**src/rtl/rv32i_mc_ctrl.sv**
```systemverilog
`default_nettype none
// ============================================================================
// Module   : rv32i_mc_ctrl (plus its select-encoding package rv32i_pkg)
// Purpose  : Multi-cycle RV32I control unit. Sequences instruction fetch,
//            decode/execute, data-memory access and retire, and drives the
//            datapath selects and write strobes.
// Ports    : clk_i, rst_ni                     clock, async active-low reset
//            instr_req_o/instr_gnt_i/instr_rvalid_i/instr_i   fetch handshake
//            br_taken_i                        branch comparator result
//            data_req_o/data_we_o/data_gnt_i/data_rvalid_i    data handshake
//            ir_we_o, pc_we_o, rf_we_o         IR / PC / regfile strobes
//            a_sel_o .. pc_sel_o               datapath selects (rv32i_pkg)
//            illegal_o                         sticky illegal-opcode flag
//            minstret_o                        retired-instruction counter
// Revision : 1.0  initial release
// ============================================================================

package rv32i_pkg;
  localparam int ASEL_W   = 2;
  localparam int BSEL_W   = 1;
  localparam int ALUSEL_W = 4;
  localparam int IMMSEL_W = 3;
  localparam int WBSEL_W  = 2;
  localparam int PCSEL_W  = 1;

  typedef enum logic [ASEL_W-1:0]   {A_REG = 2'd0, A_PC = 2'd1, A_ZERO = 2'd2} asel_e;
  typedef enum logic [BSEL_W-1:0]   {B_REG = 1'b0, B_IMM = 1'b1} bsel_e;
  typedef enum logic [ALUSEL_W-1:0] {
    ALU_ADD  = 4'd0, ALU_SUB = 4'd1, ALU_SLL = 4'd2, ALU_SLT = 4'd3,
    ALU_SLTU = 4'd4, ALU_XOR = 4'd5, ALU_SRL = 4'd6, ALU_SRA = 4'd7,
    ALU_OR   = 4'd8, ALU_AND = 4'd9
  } alusel_e;
  typedef enum logic [IMMSEL_W-1:0] {
    IMM_I = 3'd0, IMM_S = 3'd1, IMM_B = 3'd2, IMM_U = 3'd3, IMM_J = 3'd4
  } immsel_e;
  typedef enum logic [WBSEL_W-1:0]  {WB_ALU = 2'd0, WB_MEM = 2'd1, WB_PC = 2'd2} wbsel_e;
  typedef enum logic [PCSEL_W-1:0]  {PC_4 = 1'b0, PC_ALU = 1'b1} pcsel_e;

  localparam logic [6:0] OPC_OP     = 7'b0110011;
  localparam logic [6:0] OPC_OP_IMM = 7'b0010011;
  localparam logic [6:0] OPC_LUI    = 7'b0110111;
  localparam logic [6:0] OPC_AUIPC  = 7'b0010111;
  localparam logic [6:0] OPC_JAL    = 7'b1101111;
  localparam logic [6:0] OPC_JALR   = 7'b1100111;
  localparam logic [6:0] OPC_BRANCH = 7'b1100011;
  localparam logic [6:0] OPC_FENCE  = 7'b0001111;
  localparam logic [6:0] OPC_LOAD   = 7'b0000011;
  localparam logic [6:0] OPC_STORE  = 7'b0100011;
endpackage

module rv32i_mc_ctrl
  import rv32i_pkg::*;
(
  input  logic        clk_i,
  input  logic        rst_ni,
  output logic        instr_req_o,
  input  logic        instr_gnt_i,
  input  logic        instr_rvalid_i,
  input  logic [31:0] instr_i,
  input  logic        br_taken_i,
  output logic        data_req_o,
  output logic        data_we_o,
  input  logic        data_gnt_i,
  input  logic        data_rvalid_i,
  output logic        ir_we_o,
  output logic        pc_we_o,
  output logic        rf_we_o,
  output asel_e       a_sel_o,
  output bsel_e       b_sel_o,
  output alusel_e     alu_sel_o,
  output immsel_e     imm_sel_o,
  output wbsel_e      wb_sel_o,
  output pcsel_e      pc_sel_o,
  output logic        illegal_o,
  output logic [31:0] minstret_o
);

  localparam logic [2:0] S_FETCH    = 3'd0;
  localparam logic [2:0] S_WAIT_I   = 3'd1;
  localparam logic [2:0] S_EXEC     = 3'd2;
  localparam logic [2:0] S_MEM_REQ  = 3'd3;
  localparam logic [2:0] S_MEM_WAIT = 3'd4;
  localparam logic [2:0] S_TRAP     = 3'd5;

  logic [2:0]  state;
  logic [2:0]  state_nxt;
  // Cleared by reset and set on the first clock edge after release, so the
  // fetch request is held low while reset is active and rises on that edge.
  logic        started;
  logic [6:0]  opcode;
  logic [2:0]  funct3;
  logic        funct7_b5;
  logic        illegal_q;
  logic [31:0] retire_cnt;

  logic        is_store;
  logic        op_legal;
  alusel_e     alu_fn;

  // Only opcode, funct3 and funct7[5] steer control; the rest of the
  // instruction word belongs to the datapath.
  logic unused_instr_bits;
  assign unused_instr_bits = ^{instr_i[31], instr_i[29:15], instr_i[11:7]};

  // --------------------------------------------------------------------------
  // Decode helpers on the latched IR fields
  // --------------------------------------------------------------------------
  always_comb begin
    is_store = (opcode == OPC_STORE);
    op_legal = 1'b0;
    case (opcode)
      OPC_OP, OPC_OP_IMM, OPC_LUI, OPC_AUIPC, OPC_JAL, OPC_JALR,
      OPC_BRANCH, OPC_FENCE, OPC_LOAD, OPC_STORE: op_legal = 1'b1;
      default:                                     op_legal = 1'b0;
    endcase
  end

  // SUB exists only for register-register ops; SRA is selected by f7[5] for
  // both OP and OP-IMM (imm[10] sits in that bit position).
  always_comb begin
    alu_fn = ALU_ADD;
    case (funct3)
      3'b000:  alu_fn = (opcode == OPC_OP && funct7_b5) ? ALU_SUB : ALU_ADD;
      3'b001:  alu_fn = ALU_SLL;
      3'b010:  alu_fn = ALU_SLT;
      3'b011:  alu_fn = ALU_SLTU;
      3'b100:  alu_fn = ALU_XOR;
      3'b101:  alu_fn = funct7_b5 ? ALU_SRA : ALU_SRL;
      3'b110:  alu_fn = ALU_OR;
      default: alu_fn = ALU_AND;
    endcase
  end

  // --------------------------------------------------------------------------
  // State register
  // --------------------------------------------------------------------------
  always_ff @(posedge clk_i or negedge rst_ni) begin
    if (!rst_ni) begin
      state   <= S_FETCH;
      started <= 1'b0;
    end else begin
      state   <= state_nxt;
      started <= 1'b1;
    end
  end

  // --------------------------------------------------------------------------
  // Next-state logic
  // --------------------------------------------------------------------------
  always_comb begin
    state_nxt = state;
    case (state)
      S_FETCH:    if (started && instr_gnt_i) state_nxt = S_WAIT_I;
      S_WAIT_I:   if (instr_rvalid_i)         state_nxt = S_EXEC;
      S_EXEC: begin
        if (!op_legal)                                    state_nxt = S_TRAP;
        else if (opcode == OPC_LOAD || opcode == OPC_STORE) state_nxt = S_MEM_REQ;
        else                                              state_nxt = S_FETCH;
      end
      S_MEM_REQ:  if (data_gnt_i)    state_nxt = is_store ? S_FETCH : S_MEM_WAIT;
      S_MEM_WAIT: if (data_rvalid_i) state_nxt = S_FETCH;
      S_TRAP:     state_nxt = S_TRAP;
      default:    state_nxt = S_FETCH;
    endcase
  end

  // --------------------------------------------------------------------------
  // Output decode
  // --------------------------------------------------------------------------
  always_comb begin
    instr_req_o = 1'b0;
    ir_we_o     = 1'b0;
    data_req_o  = 1'b0;
    data_we_o   = 1'b0;
    rf_we_o     = 1'b0;
    pc_we_o     = 1'b0;
    a_sel_o     = A_REG;
    b_sel_o     = B_REG;
    alu_sel_o   = ALU_ADD;
    imm_sel_o   = IMM_I;
    wb_sel_o    = WB_ALU;
    pc_sel_o    = PC_4;
    case (state)
      S_FETCH:  instr_req_o = started;
      S_WAIT_I: ir_we_o     = instr_rvalid_i;
      S_EXEC: begin
        case (opcode)
          OPC_OP: begin
            alu_sel_o = alu_fn;
            rf_we_o   = 1'b1;
            pc_we_o   = 1'b1;
          end
          OPC_OP_IMM: begin
            b_sel_o   = B_IMM;
            alu_sel_o = alu_fn;
            rf_we_o   = 1'b1;
            pc_we_o   = 1'b1;
          end
          OPC_LUI: begin
            a_sel_o   = A_ZERO;
            b_sel_o   = B_IMM;
            imm_sel_o = IMM_U;
            rf_we_o   = 1'b1;
            pc_we_o   = 1'b1;
          end
          OPC_AUIPC: begin
            a_sel_o   = A_PC;
            b_sel_o   = B_IMM;
            imm_sel_o = IMM_U;
            rf_we_o   = 1'b1;
            pc_we_o   = 1'b1;
          end
          OPC_JAL: begin
            a_sel_o   = A_PC;
            b_sel_o   = B_IMM;
            imm_sel_o = IMM_J;
            pc_sel_o  = PC_ALU;
            wb_sel_o  = WB_PC;
            rf_we_o   = 1'b1;
            pc_we_o   = 1'b1;
          end
          OPC_JALR: begin
            b_sel_o   = B_IMM;
            pc_sel_o  = PC_ALU;
            wb_sel_o  = WB_PC;
            rf_we_o   = 1'b1;
            pc_we_o   = 1'b1;
          end
          OPC_BRANCH: begin
            a_sel_o   = A_PC;
            b_sel_o   = B_IMM;
            imm_sel_o = IMM_B;
            pc_sel_o  = br_taken_i ? PC_ALU : PC_4;
            pc_we_o   = 1'b1;
          end
          OPC_FENCE: pc_we_o = 1'b1;
          OPC_LOAD:  b_sel_o = B_IMM;
          OPC_STORE: begin
            b_sel_o   = B_IMM;
            imm_sel_o = IMM_S;
          end
          default: ;
        endcase
      end
      // Address selects stay on rs1+imm while the memory access is pending.
      S_MEM_REQ: begin
        data_req_o = 1'b1;
        data_we_o  = is_store;
        b_sel_o    = B_IMM;
        imm_sel_o  = is_store ? IMM_S : IMM_I;
        pc_we_o    = is_store && data_gnt_i;
      end
      S_MEM_WAIT: begin
        b_sel_o  = B_IMM;
        wb_sel_o = WB_MEM;
        rf_we_o  = data_rvalid_i;
        pc_we_o  = data_rvalid_i;
      end
      default: ;
    endcase
  end

  // --------------------------------------------------------------------------
  // IR fields, sticky illegal flag, retire counter
  // --------------------------------------------------------------------------
  always_ff @(posedge clk_i or negedge rst_ni) begin
    if (!rst_ni) begin
      opcode     <= 7'd0;
      funct3     <= 3'd0;
      funct7_b5  <= 1'b0;
      illegal_q  <= 1'b0;
      retire_cnt <= 32'd0;
    end else begin
      if (ir_we_o) begin
        opcode    <= instr_i[6:0];
        funct3    <= instr_i[14:12];
        funct7_b5 <= instr_i[30];
      end
      if (state == S_EXEC && !op_legal) illegal_q <= 1'b1;
      if (pc_we_o) retire_cnt <= retire_cnt + 32'd1;
    end
  end

  assign illegal_o  = illegal_q;
  assign minstret_o = retire_cnt;

endmodule
`default_nettype wire

```
**config.mk**
```make
export PLATFORM = sky130hd
export DESIGN_NAME = rv32i_mc_ctrl
export DESIGN_NICKNAME = d
export VERILOG_FILES = /design/src/rtl/rv32i_mc_ctrl.sv
export SDC_FILE = /design/constraint.sdc
export NUM_CORES = 1
export LEC_CHECK = 0
export CORE_UTILIZATION = 40
export DETAILED_ROUTE_END_ITERATION = 10
export HOLD_SLACK_MARGIN = 0.15
export PLACE_DENSITY = 0.76
export SETUP_SLACK_MARGIN = 0.05
export SLEW_MARGIN = 30
export SYNTH_ARGS = -nofsm -noshare
export SYNTH_HDL_FRONTEND = slang
export SYNTH_SLANG_ARGS = --single-unit
```
**constraint.sdc**
```tcl
create_clock -name clk_i -period 2.35 [get_ports clk_i]
set_input_delay 0.47 -clock clk_i [delete_from_list [all_inputs] [get_ports clk_i]]
set_output_delay 0.47 -clock clk_i [all_outputs]
set_load 0.005 [all_outputs]
```
Word level (Yosys, flattened, before mapping) --
Cells that the tools add are included.
Storage, ports and cells: bits in registers 48, bits of input ports 39, output and inout port bits 52, logic and storage cells 85
Cells by class: add/sub/neg operators 1, equal/unequal tests 25, multiplexer cells 34, reduce and logical (&&, ||, !) cells 18
Operator list (number):
- $add 32x1->32 const B | 1
- $pmux 4 s7 | 1
- $eq 7x6->1 const B | 3
- $eq 7x7->1 const B | 3
- $mux 3 | 6
- $pmux 3 s6 | 1
- $reduce_or 8->1 | 2
- $eq 3x3->1 const B | 5
- $eq 7x5->1 const B | 2
- $mux 1 | 13
- $eq 3x2->1 const B | 4
- $pmux 3 s4 | 1
- $reduce_or 10->1 | 1
- $mux 4 | 2
- $ne 2x2->1 const B | 4
- $pmux 2 s2 | 2
- $reduce_or 2->1 | 4
- $eq 7x2->1 const B | 1
- $eq 7x4->1 const B | 1
- $eq 3x1->1 const B | 2
- $logic_not 3->1 | 2
- $mux 2 | 3
- $pmux 1 s2 | 3
- $pmux 3 s2 | 1
- other kinds (7) | 10

Longest topological paths before layout --
Gate-level depths: netlist of the first run.
depth after elaboration 6, mapped depth 9, depth with buffers taken out 6

Worst setup path before layout of the first run --
No wires, ideal clock.
path kind reg2out, start point reg opcode[3], end point out alu_sel_o[0], arrival 1694 ps, data required time 1880 ps, path slack 186 ps, stages on the path, launching flop included 7, path buffers 1, path through dfrtp_1 -> clkbuf_1 -> or3b_1 -> nor2_1 -> a41oi_1 -> or3_1 -> a21oi_1
Between the ends: cells in the longest elaborated chain, start to end 6, elaborated cells on any way between the ends 8, those cells by class 2 x eq/ne; 4 x mux; 2 x reduce/logical
RTL lines:
- from (decl) | line 90 | logic [6:0] opcode;
- from (signal assigned) | line 275 | opcode <= instr_i[6:0];
- $eq 7x6->1 | line 123, 187
- $logic_and 1x1->1 | line 123 | 3'b000: alu_fn = (opcode == OPC_OP && funct7_b5) ? ALU_SUB : ALU_ADD;
- $mux 1 | line 123
- $pmux 4 s7 | line 122 | case (funct3)
- $mux 4 (*) | line 187 | case (opcode)
- $mux 4 (*) | line 183 | case (state)
- to (decl) | line 70 | output alusel_e alu_sel_o,
Every way passes the cells marked *; elsewhere a longest branch is shown, timed or not.

Worst setup path in the final report of the first run --
start point reg opcode[6], end point out alu_sel_o[0]
Same word-level chain as after synthesis.

==> out/qor.log, run 1 <==
INFO  final_layout   flow.area_growth_from_synthesis=44.6%
INFO  status         failing_checks=design-rule violations, negative setup slack
INFO  die            initial_core_util=0.421
INFO  sta            maximum_frequency_from_static_timing_analysis=422MHz
INFO  setup_path     critPathMaxStageDelay=420ps
INFO  worst_hold_path timing.hold.worst.class=primary input to async pin
INFO  sta            grt_setup_unrepaired=true
INFO  sta            setup_viol=2
INFO  setup_path     worst_path_dominant_cell_family=simple AND/OR/NAND/NOR gates
INFO  place          post-place-cells=432
INFO  sta            timing.slew.headroom=0.607
INFO  routing        vias=2413
INFO  clock_network  ctsRootBufferMaster=sky130_fd_sc_hd__clkbuf_8
INFO  global_routing global_route.usage.total=0.191
INFO  routing        drcViolationCount=6
INFO  setup_path     path_buf_inv=1
INFO  setup_path     path_class=register to primary output
INFO  routing        dr_wl_met2=3300um
INFO  yosys          synth.largest_area_cell=sky130_fd_sc_hd__dfrtp_1
INFO  setup_path     cp_data_required_time=1880ps
INFO  global_routing grt_remaining_overflow=0
INFO  setup_path     cp_cell_sequence=or3b_4 > nor2_4 > a41oi_1 > or3_1 > a21oi_1 > buf_2
INFO  routing        detail_route.vias_per_cell=5.39
INFO  sta            final.setup.worst_slack=-19.8ps
INFO  routing        met3WireLength=173um
INFO  clock_network  clkSlewWorstSetupHoldPaths=100ps
INFO  yosys          synth.area.top_cells=sky130_fd_sc_hd__dfrtp_1 44%, sky130_fd_sc_hd__xor2_1 5.5%, sky130_fd_sc_hd__xnor2_1 4.5%, sky130_fd_sc_hd__nand2_1 4.2%, sky130_fd_sc_hd__nor4_2 4.2%
INFO  clock_network  tritoncts.num_buffers=5
INFO  final_layout   n_antenna_cell=0
INFO  final_layout   fin_nets=410
INFO  yosys          most_common_cell_in_the_synthesized_netlist=sky130_fd_sc_hd__dfrtp_1
INFO  final_layout   final-instance-count-excl-fill=448
INFO  yosys          synthDistinctLibCells=50
INFO  clock_network  ctsLongestPathBuffers=2
INFO  die            die_area=7100um2
INFO  yosys          synth.net_count=314
INFO  sta            worstMarginPinSlew=590ps
INFO  sta            final.setup_skew=18.0ps
INFO  setup_path     crit_path_start_kind=register
INFO  sta            slew_violations=0
INFO  yosys          synthDominantCellAreaShare=0.444
INFO  clock_network  tritoncts=built
INFO  clock_network  cts_max_level=2
INFO  status         run_status=finished with violations
INFO  routing        detailedRoute.firstIterationViolations=112
INFO  setup_path     biggest_fanout_along_the_worst_timing_path=2
INFO  sta            finalWorstPathRequiredPeriod=2370ps
INFO  die            die_height=84.2um
INFO  routing        drt_wl_total=6730um
INFO  die            coreArea=6420um2
INFO  die            die_w=84.2um
INFO  run            max_cap_viol_count=0
INFO  yosys          yosysWarningCount=0
INFO  place          routability_congestion=0.837
INFO  yosys          synthFlopType=sky130_fd_sc_hd__dfrtp_1
INFO  place          dp_hpwl=4730um
INFO  global_routing antenna_found_initial=0
INFO  final_layout   fill_cells=560
INFO  routing        routedLengthMet1=3180um
INFO  setup_path     timing.critical_path.to_type=primary output
INFO  yosys          synth.yosys.seq_area_share=0.444
INFO  power_and_ir_drop power=3330uW
INFO  setup_path     critical_path_arrival=1900ps
INFO  clock_network  cts_hold_buffers=0
INFO  clock_network  cts_sinks=48
INFO  sta            hold_violations=0
INFO  global_routing maximum_number_of_pins_on_one_net_before_global_route_repair=26
INFO  yosys          synth_async_sr_flop_share=1.00
INFO  place          place.port_buffers=69
INFO  global_routing first_global_vias=2291
INFO  yosys          synth_enable_flop_cells=0
INFO  yosys          synth-seq-cells=48
INFO  power_and_ir_drop static-leakage-power=0.00155uW
INFO  die            placementRows=29
INFO  setup_path     cp_slowest_cell=sky130_fd_sc_hd__or3b_4
INFO  power_and_ir_drop max-vdd-ir-drop=0.000349V
INFO  sta            post-route-period-util=1.01
INFO  final_layout   fin_util=0.609
INFO  clock_network  worst_skew_pair.late_latency=300ps
INFO  power_and_ir_drop power.density_cell_area=850nW/um2
INFO  routing        first_pass_iters=7
INFO  die            top_level_ports=91
INFO  global_routing grt_first_pass_wirelength=11000um
INFO  routing        dr.max_layer_used=met4
INFO  routing        antenna_nets_post_route=0
INFO  sta            timing.setup.tns=-27.8ps
INFO  final_layout   post_route_cells_drive_above_1_share=0.251
INFO  yosys          synthesis.area=2710um2
INFO  yosys          post_syn_instances=274
INFO  yosys          ys_top_cells_by_count=48 x sky130_fd_sc_hd__dfrtp_1, 30 x sky130_fd_sc_hd__nand2_1, 17 x sky130_fd_sc_hd__nor2_1, 17 x sky130_fd_sc_hd__xor2_1
INFO  routing        detail_route.wl_per_cell=15.0um
INFO  yosys          synth_area_per_cell=9.87um2
==> report_power, final <==
group	switching (uW)	internal, uW	total, uW
Combinational	821	824	1640
Sequential	178	982	1160
Clock	281	239	520
Total	1280	2050	3330
==> layout by cell type (no fill, tap or decap), types with 3 or more instances in the layout <==
cell	netlist	layout
sky130_fd_sc_hd__nand3_1	12	12
sky130_fd_sc_hd__xor2_1	17	17
sky130_fd_sc_hd__clkdlybuf4s50_1	0	52
sky130_fd_sc_hd__mux2_2	8	8
sky130_fd_sc_hd__and3_1	4	4
sky130_fd_sc_hd__dfrtp_1	48	47
sky130_fd_sc_hd__buf_4	0	30
sky130_fd_sc_hd__o21ai_0	10	7
sky130_fd_sc_hd__and2_1	3	3
sky130_fd_sc_hd__nor4_2	9	9
sky130_fd_sc_hd__nand2_1	30	29
sky130_fd_sc_hd__inv_1	7	7
sky130_fd_sc_hd__xnor2_1	14	14
sky130_fd_sc_hd__buf_2	3	3
sky130_fd_sc_hd__o21ai_1	0	3
sky130_fd_sc_hd__nor2b_1	4	3
sky130_fd_sc_hd__nand4b_1	3	3
sky130_fd_sc_hd__dlygate4sd2_1	0	6
sky130_fd_sc_hd__clkdlybuf4s15_1	0	3
sky130_fd_sc_hd__a21oi_1	9	9
sky130_fd_sc_hd__nand4_1	14	14
sky130_fd_sc_hd__buf_6	4	5
sky130_fd_sc_hd__nor3_1	11	8
sky130_fd_sc_hd__clkbuf_8	0	6
sky130_fd_sc_hd__nor2_1	17	14
sky130_fd_sc_hd__or3_1	4	3
sky130_fd_sc_hd__clkbuf_2	0	3
==> through the flow <==
stage	hold slack (ps)	area, um2	setup WS (ps)
detailed placement	447	3620	-114
global route	181	3910	-103
floorplan	174	2710	186
CTS	173	3840	-103
global placement	445	3620	-109
finish	151	3910	-19.8
==> cell type report <==
class | instances | area, um2 | share of cell area
Tap cell | 77 | 96.3 | 0.0246
Sequential cell | 48 | 1200 | 0.307
Clock buffer | 6 | 82.6 | 0.0211
Multi-Input combinational cell | 202 | 1530 | 0.390
Inverter | 8 | 30.0 | 0.00768
Timing Repair Buffer | 105 | 958 | 0.245
Clock inverter | 2 | 15.0 | 0.00384
==> path summary, 6_finish.rpt <==
path,from,end,slack (ps),cells past startpoint
worst min register to register,illegal_o,illegal_o,460,1
worst max-delay path,opcode[6],alu_sel_o[0],-20,6
worst min-delay path,rst_ni,minstret_o[24],150,1
worst max register to register,opcode[5],minstret_o[11],150,8
max in group asynchronous,rst_ni,minstret_o[0],1640,2
min in group clk_i,illegal_o,illegal_o,460,1
==> logic make-up (layout without fill, tap and decap cells) <==
kind of cell               Yosys count  in the layout  share of synthesized area
and+or+nand+nor                    130            130                      0.294
DFF                                 48             48                      0.444
AOI/OAI and AO/OA                   31             31                     0.0768
xor gates and xnor gates            31             31                      0.100
buffers and inverters               24            121                     0.0458
muxes                                8              8                     0.0333
adders and majority gates            1              1                    0.00462
other                                1              1                    0.00139
==> layer usage <==
layer / GRT usage / up-vias
met2: 0.320 / 39
met5: 0 / -
met4: 0.0580 / 0
li1: - / 1160
met1: 0.260 / 1208
met3: 0.0256 / 6
==> registers in the layout, indices dropped and copies added (netlist names) <==
| name | count |
|---|---|
| funct3 | 3 |
| funct7_b5 | 1 |
| illegal_o | 1 |
| minstret_o | 32 |
| opcode | 7 |
| started | 1 |
| state | 3 |
==> repair_timing <==
action	CTS	global route
setup buffers	7	1
resized for setup	42	26
endpoints found under the setup margin	15	20
cloned	0	0
pin swaps	9	5
No activity file was read; power rests on OpenSTA's default activity.
==> run 2, diff against run 1 <==
--- a/config.mk
+++ b/config.mk
@@ -7,6 +7,7 @@
 export LEC_CHECK = 0
 export CORE_UTILIZATION = 40
 export DETAILED_ROUTE_END_ITERATION = 10
+export GPL_ROUTABILITY_DRIVEN = 1
 export HOLD_SLACK_MARGIN = 0.15
 export PLACE_DENSITY = 0.76
 export SETUP_SLACK_MARGIN = 0.05
==> results of run 2 <==
Final layout, timing and power as in run 1 (identical DEF).
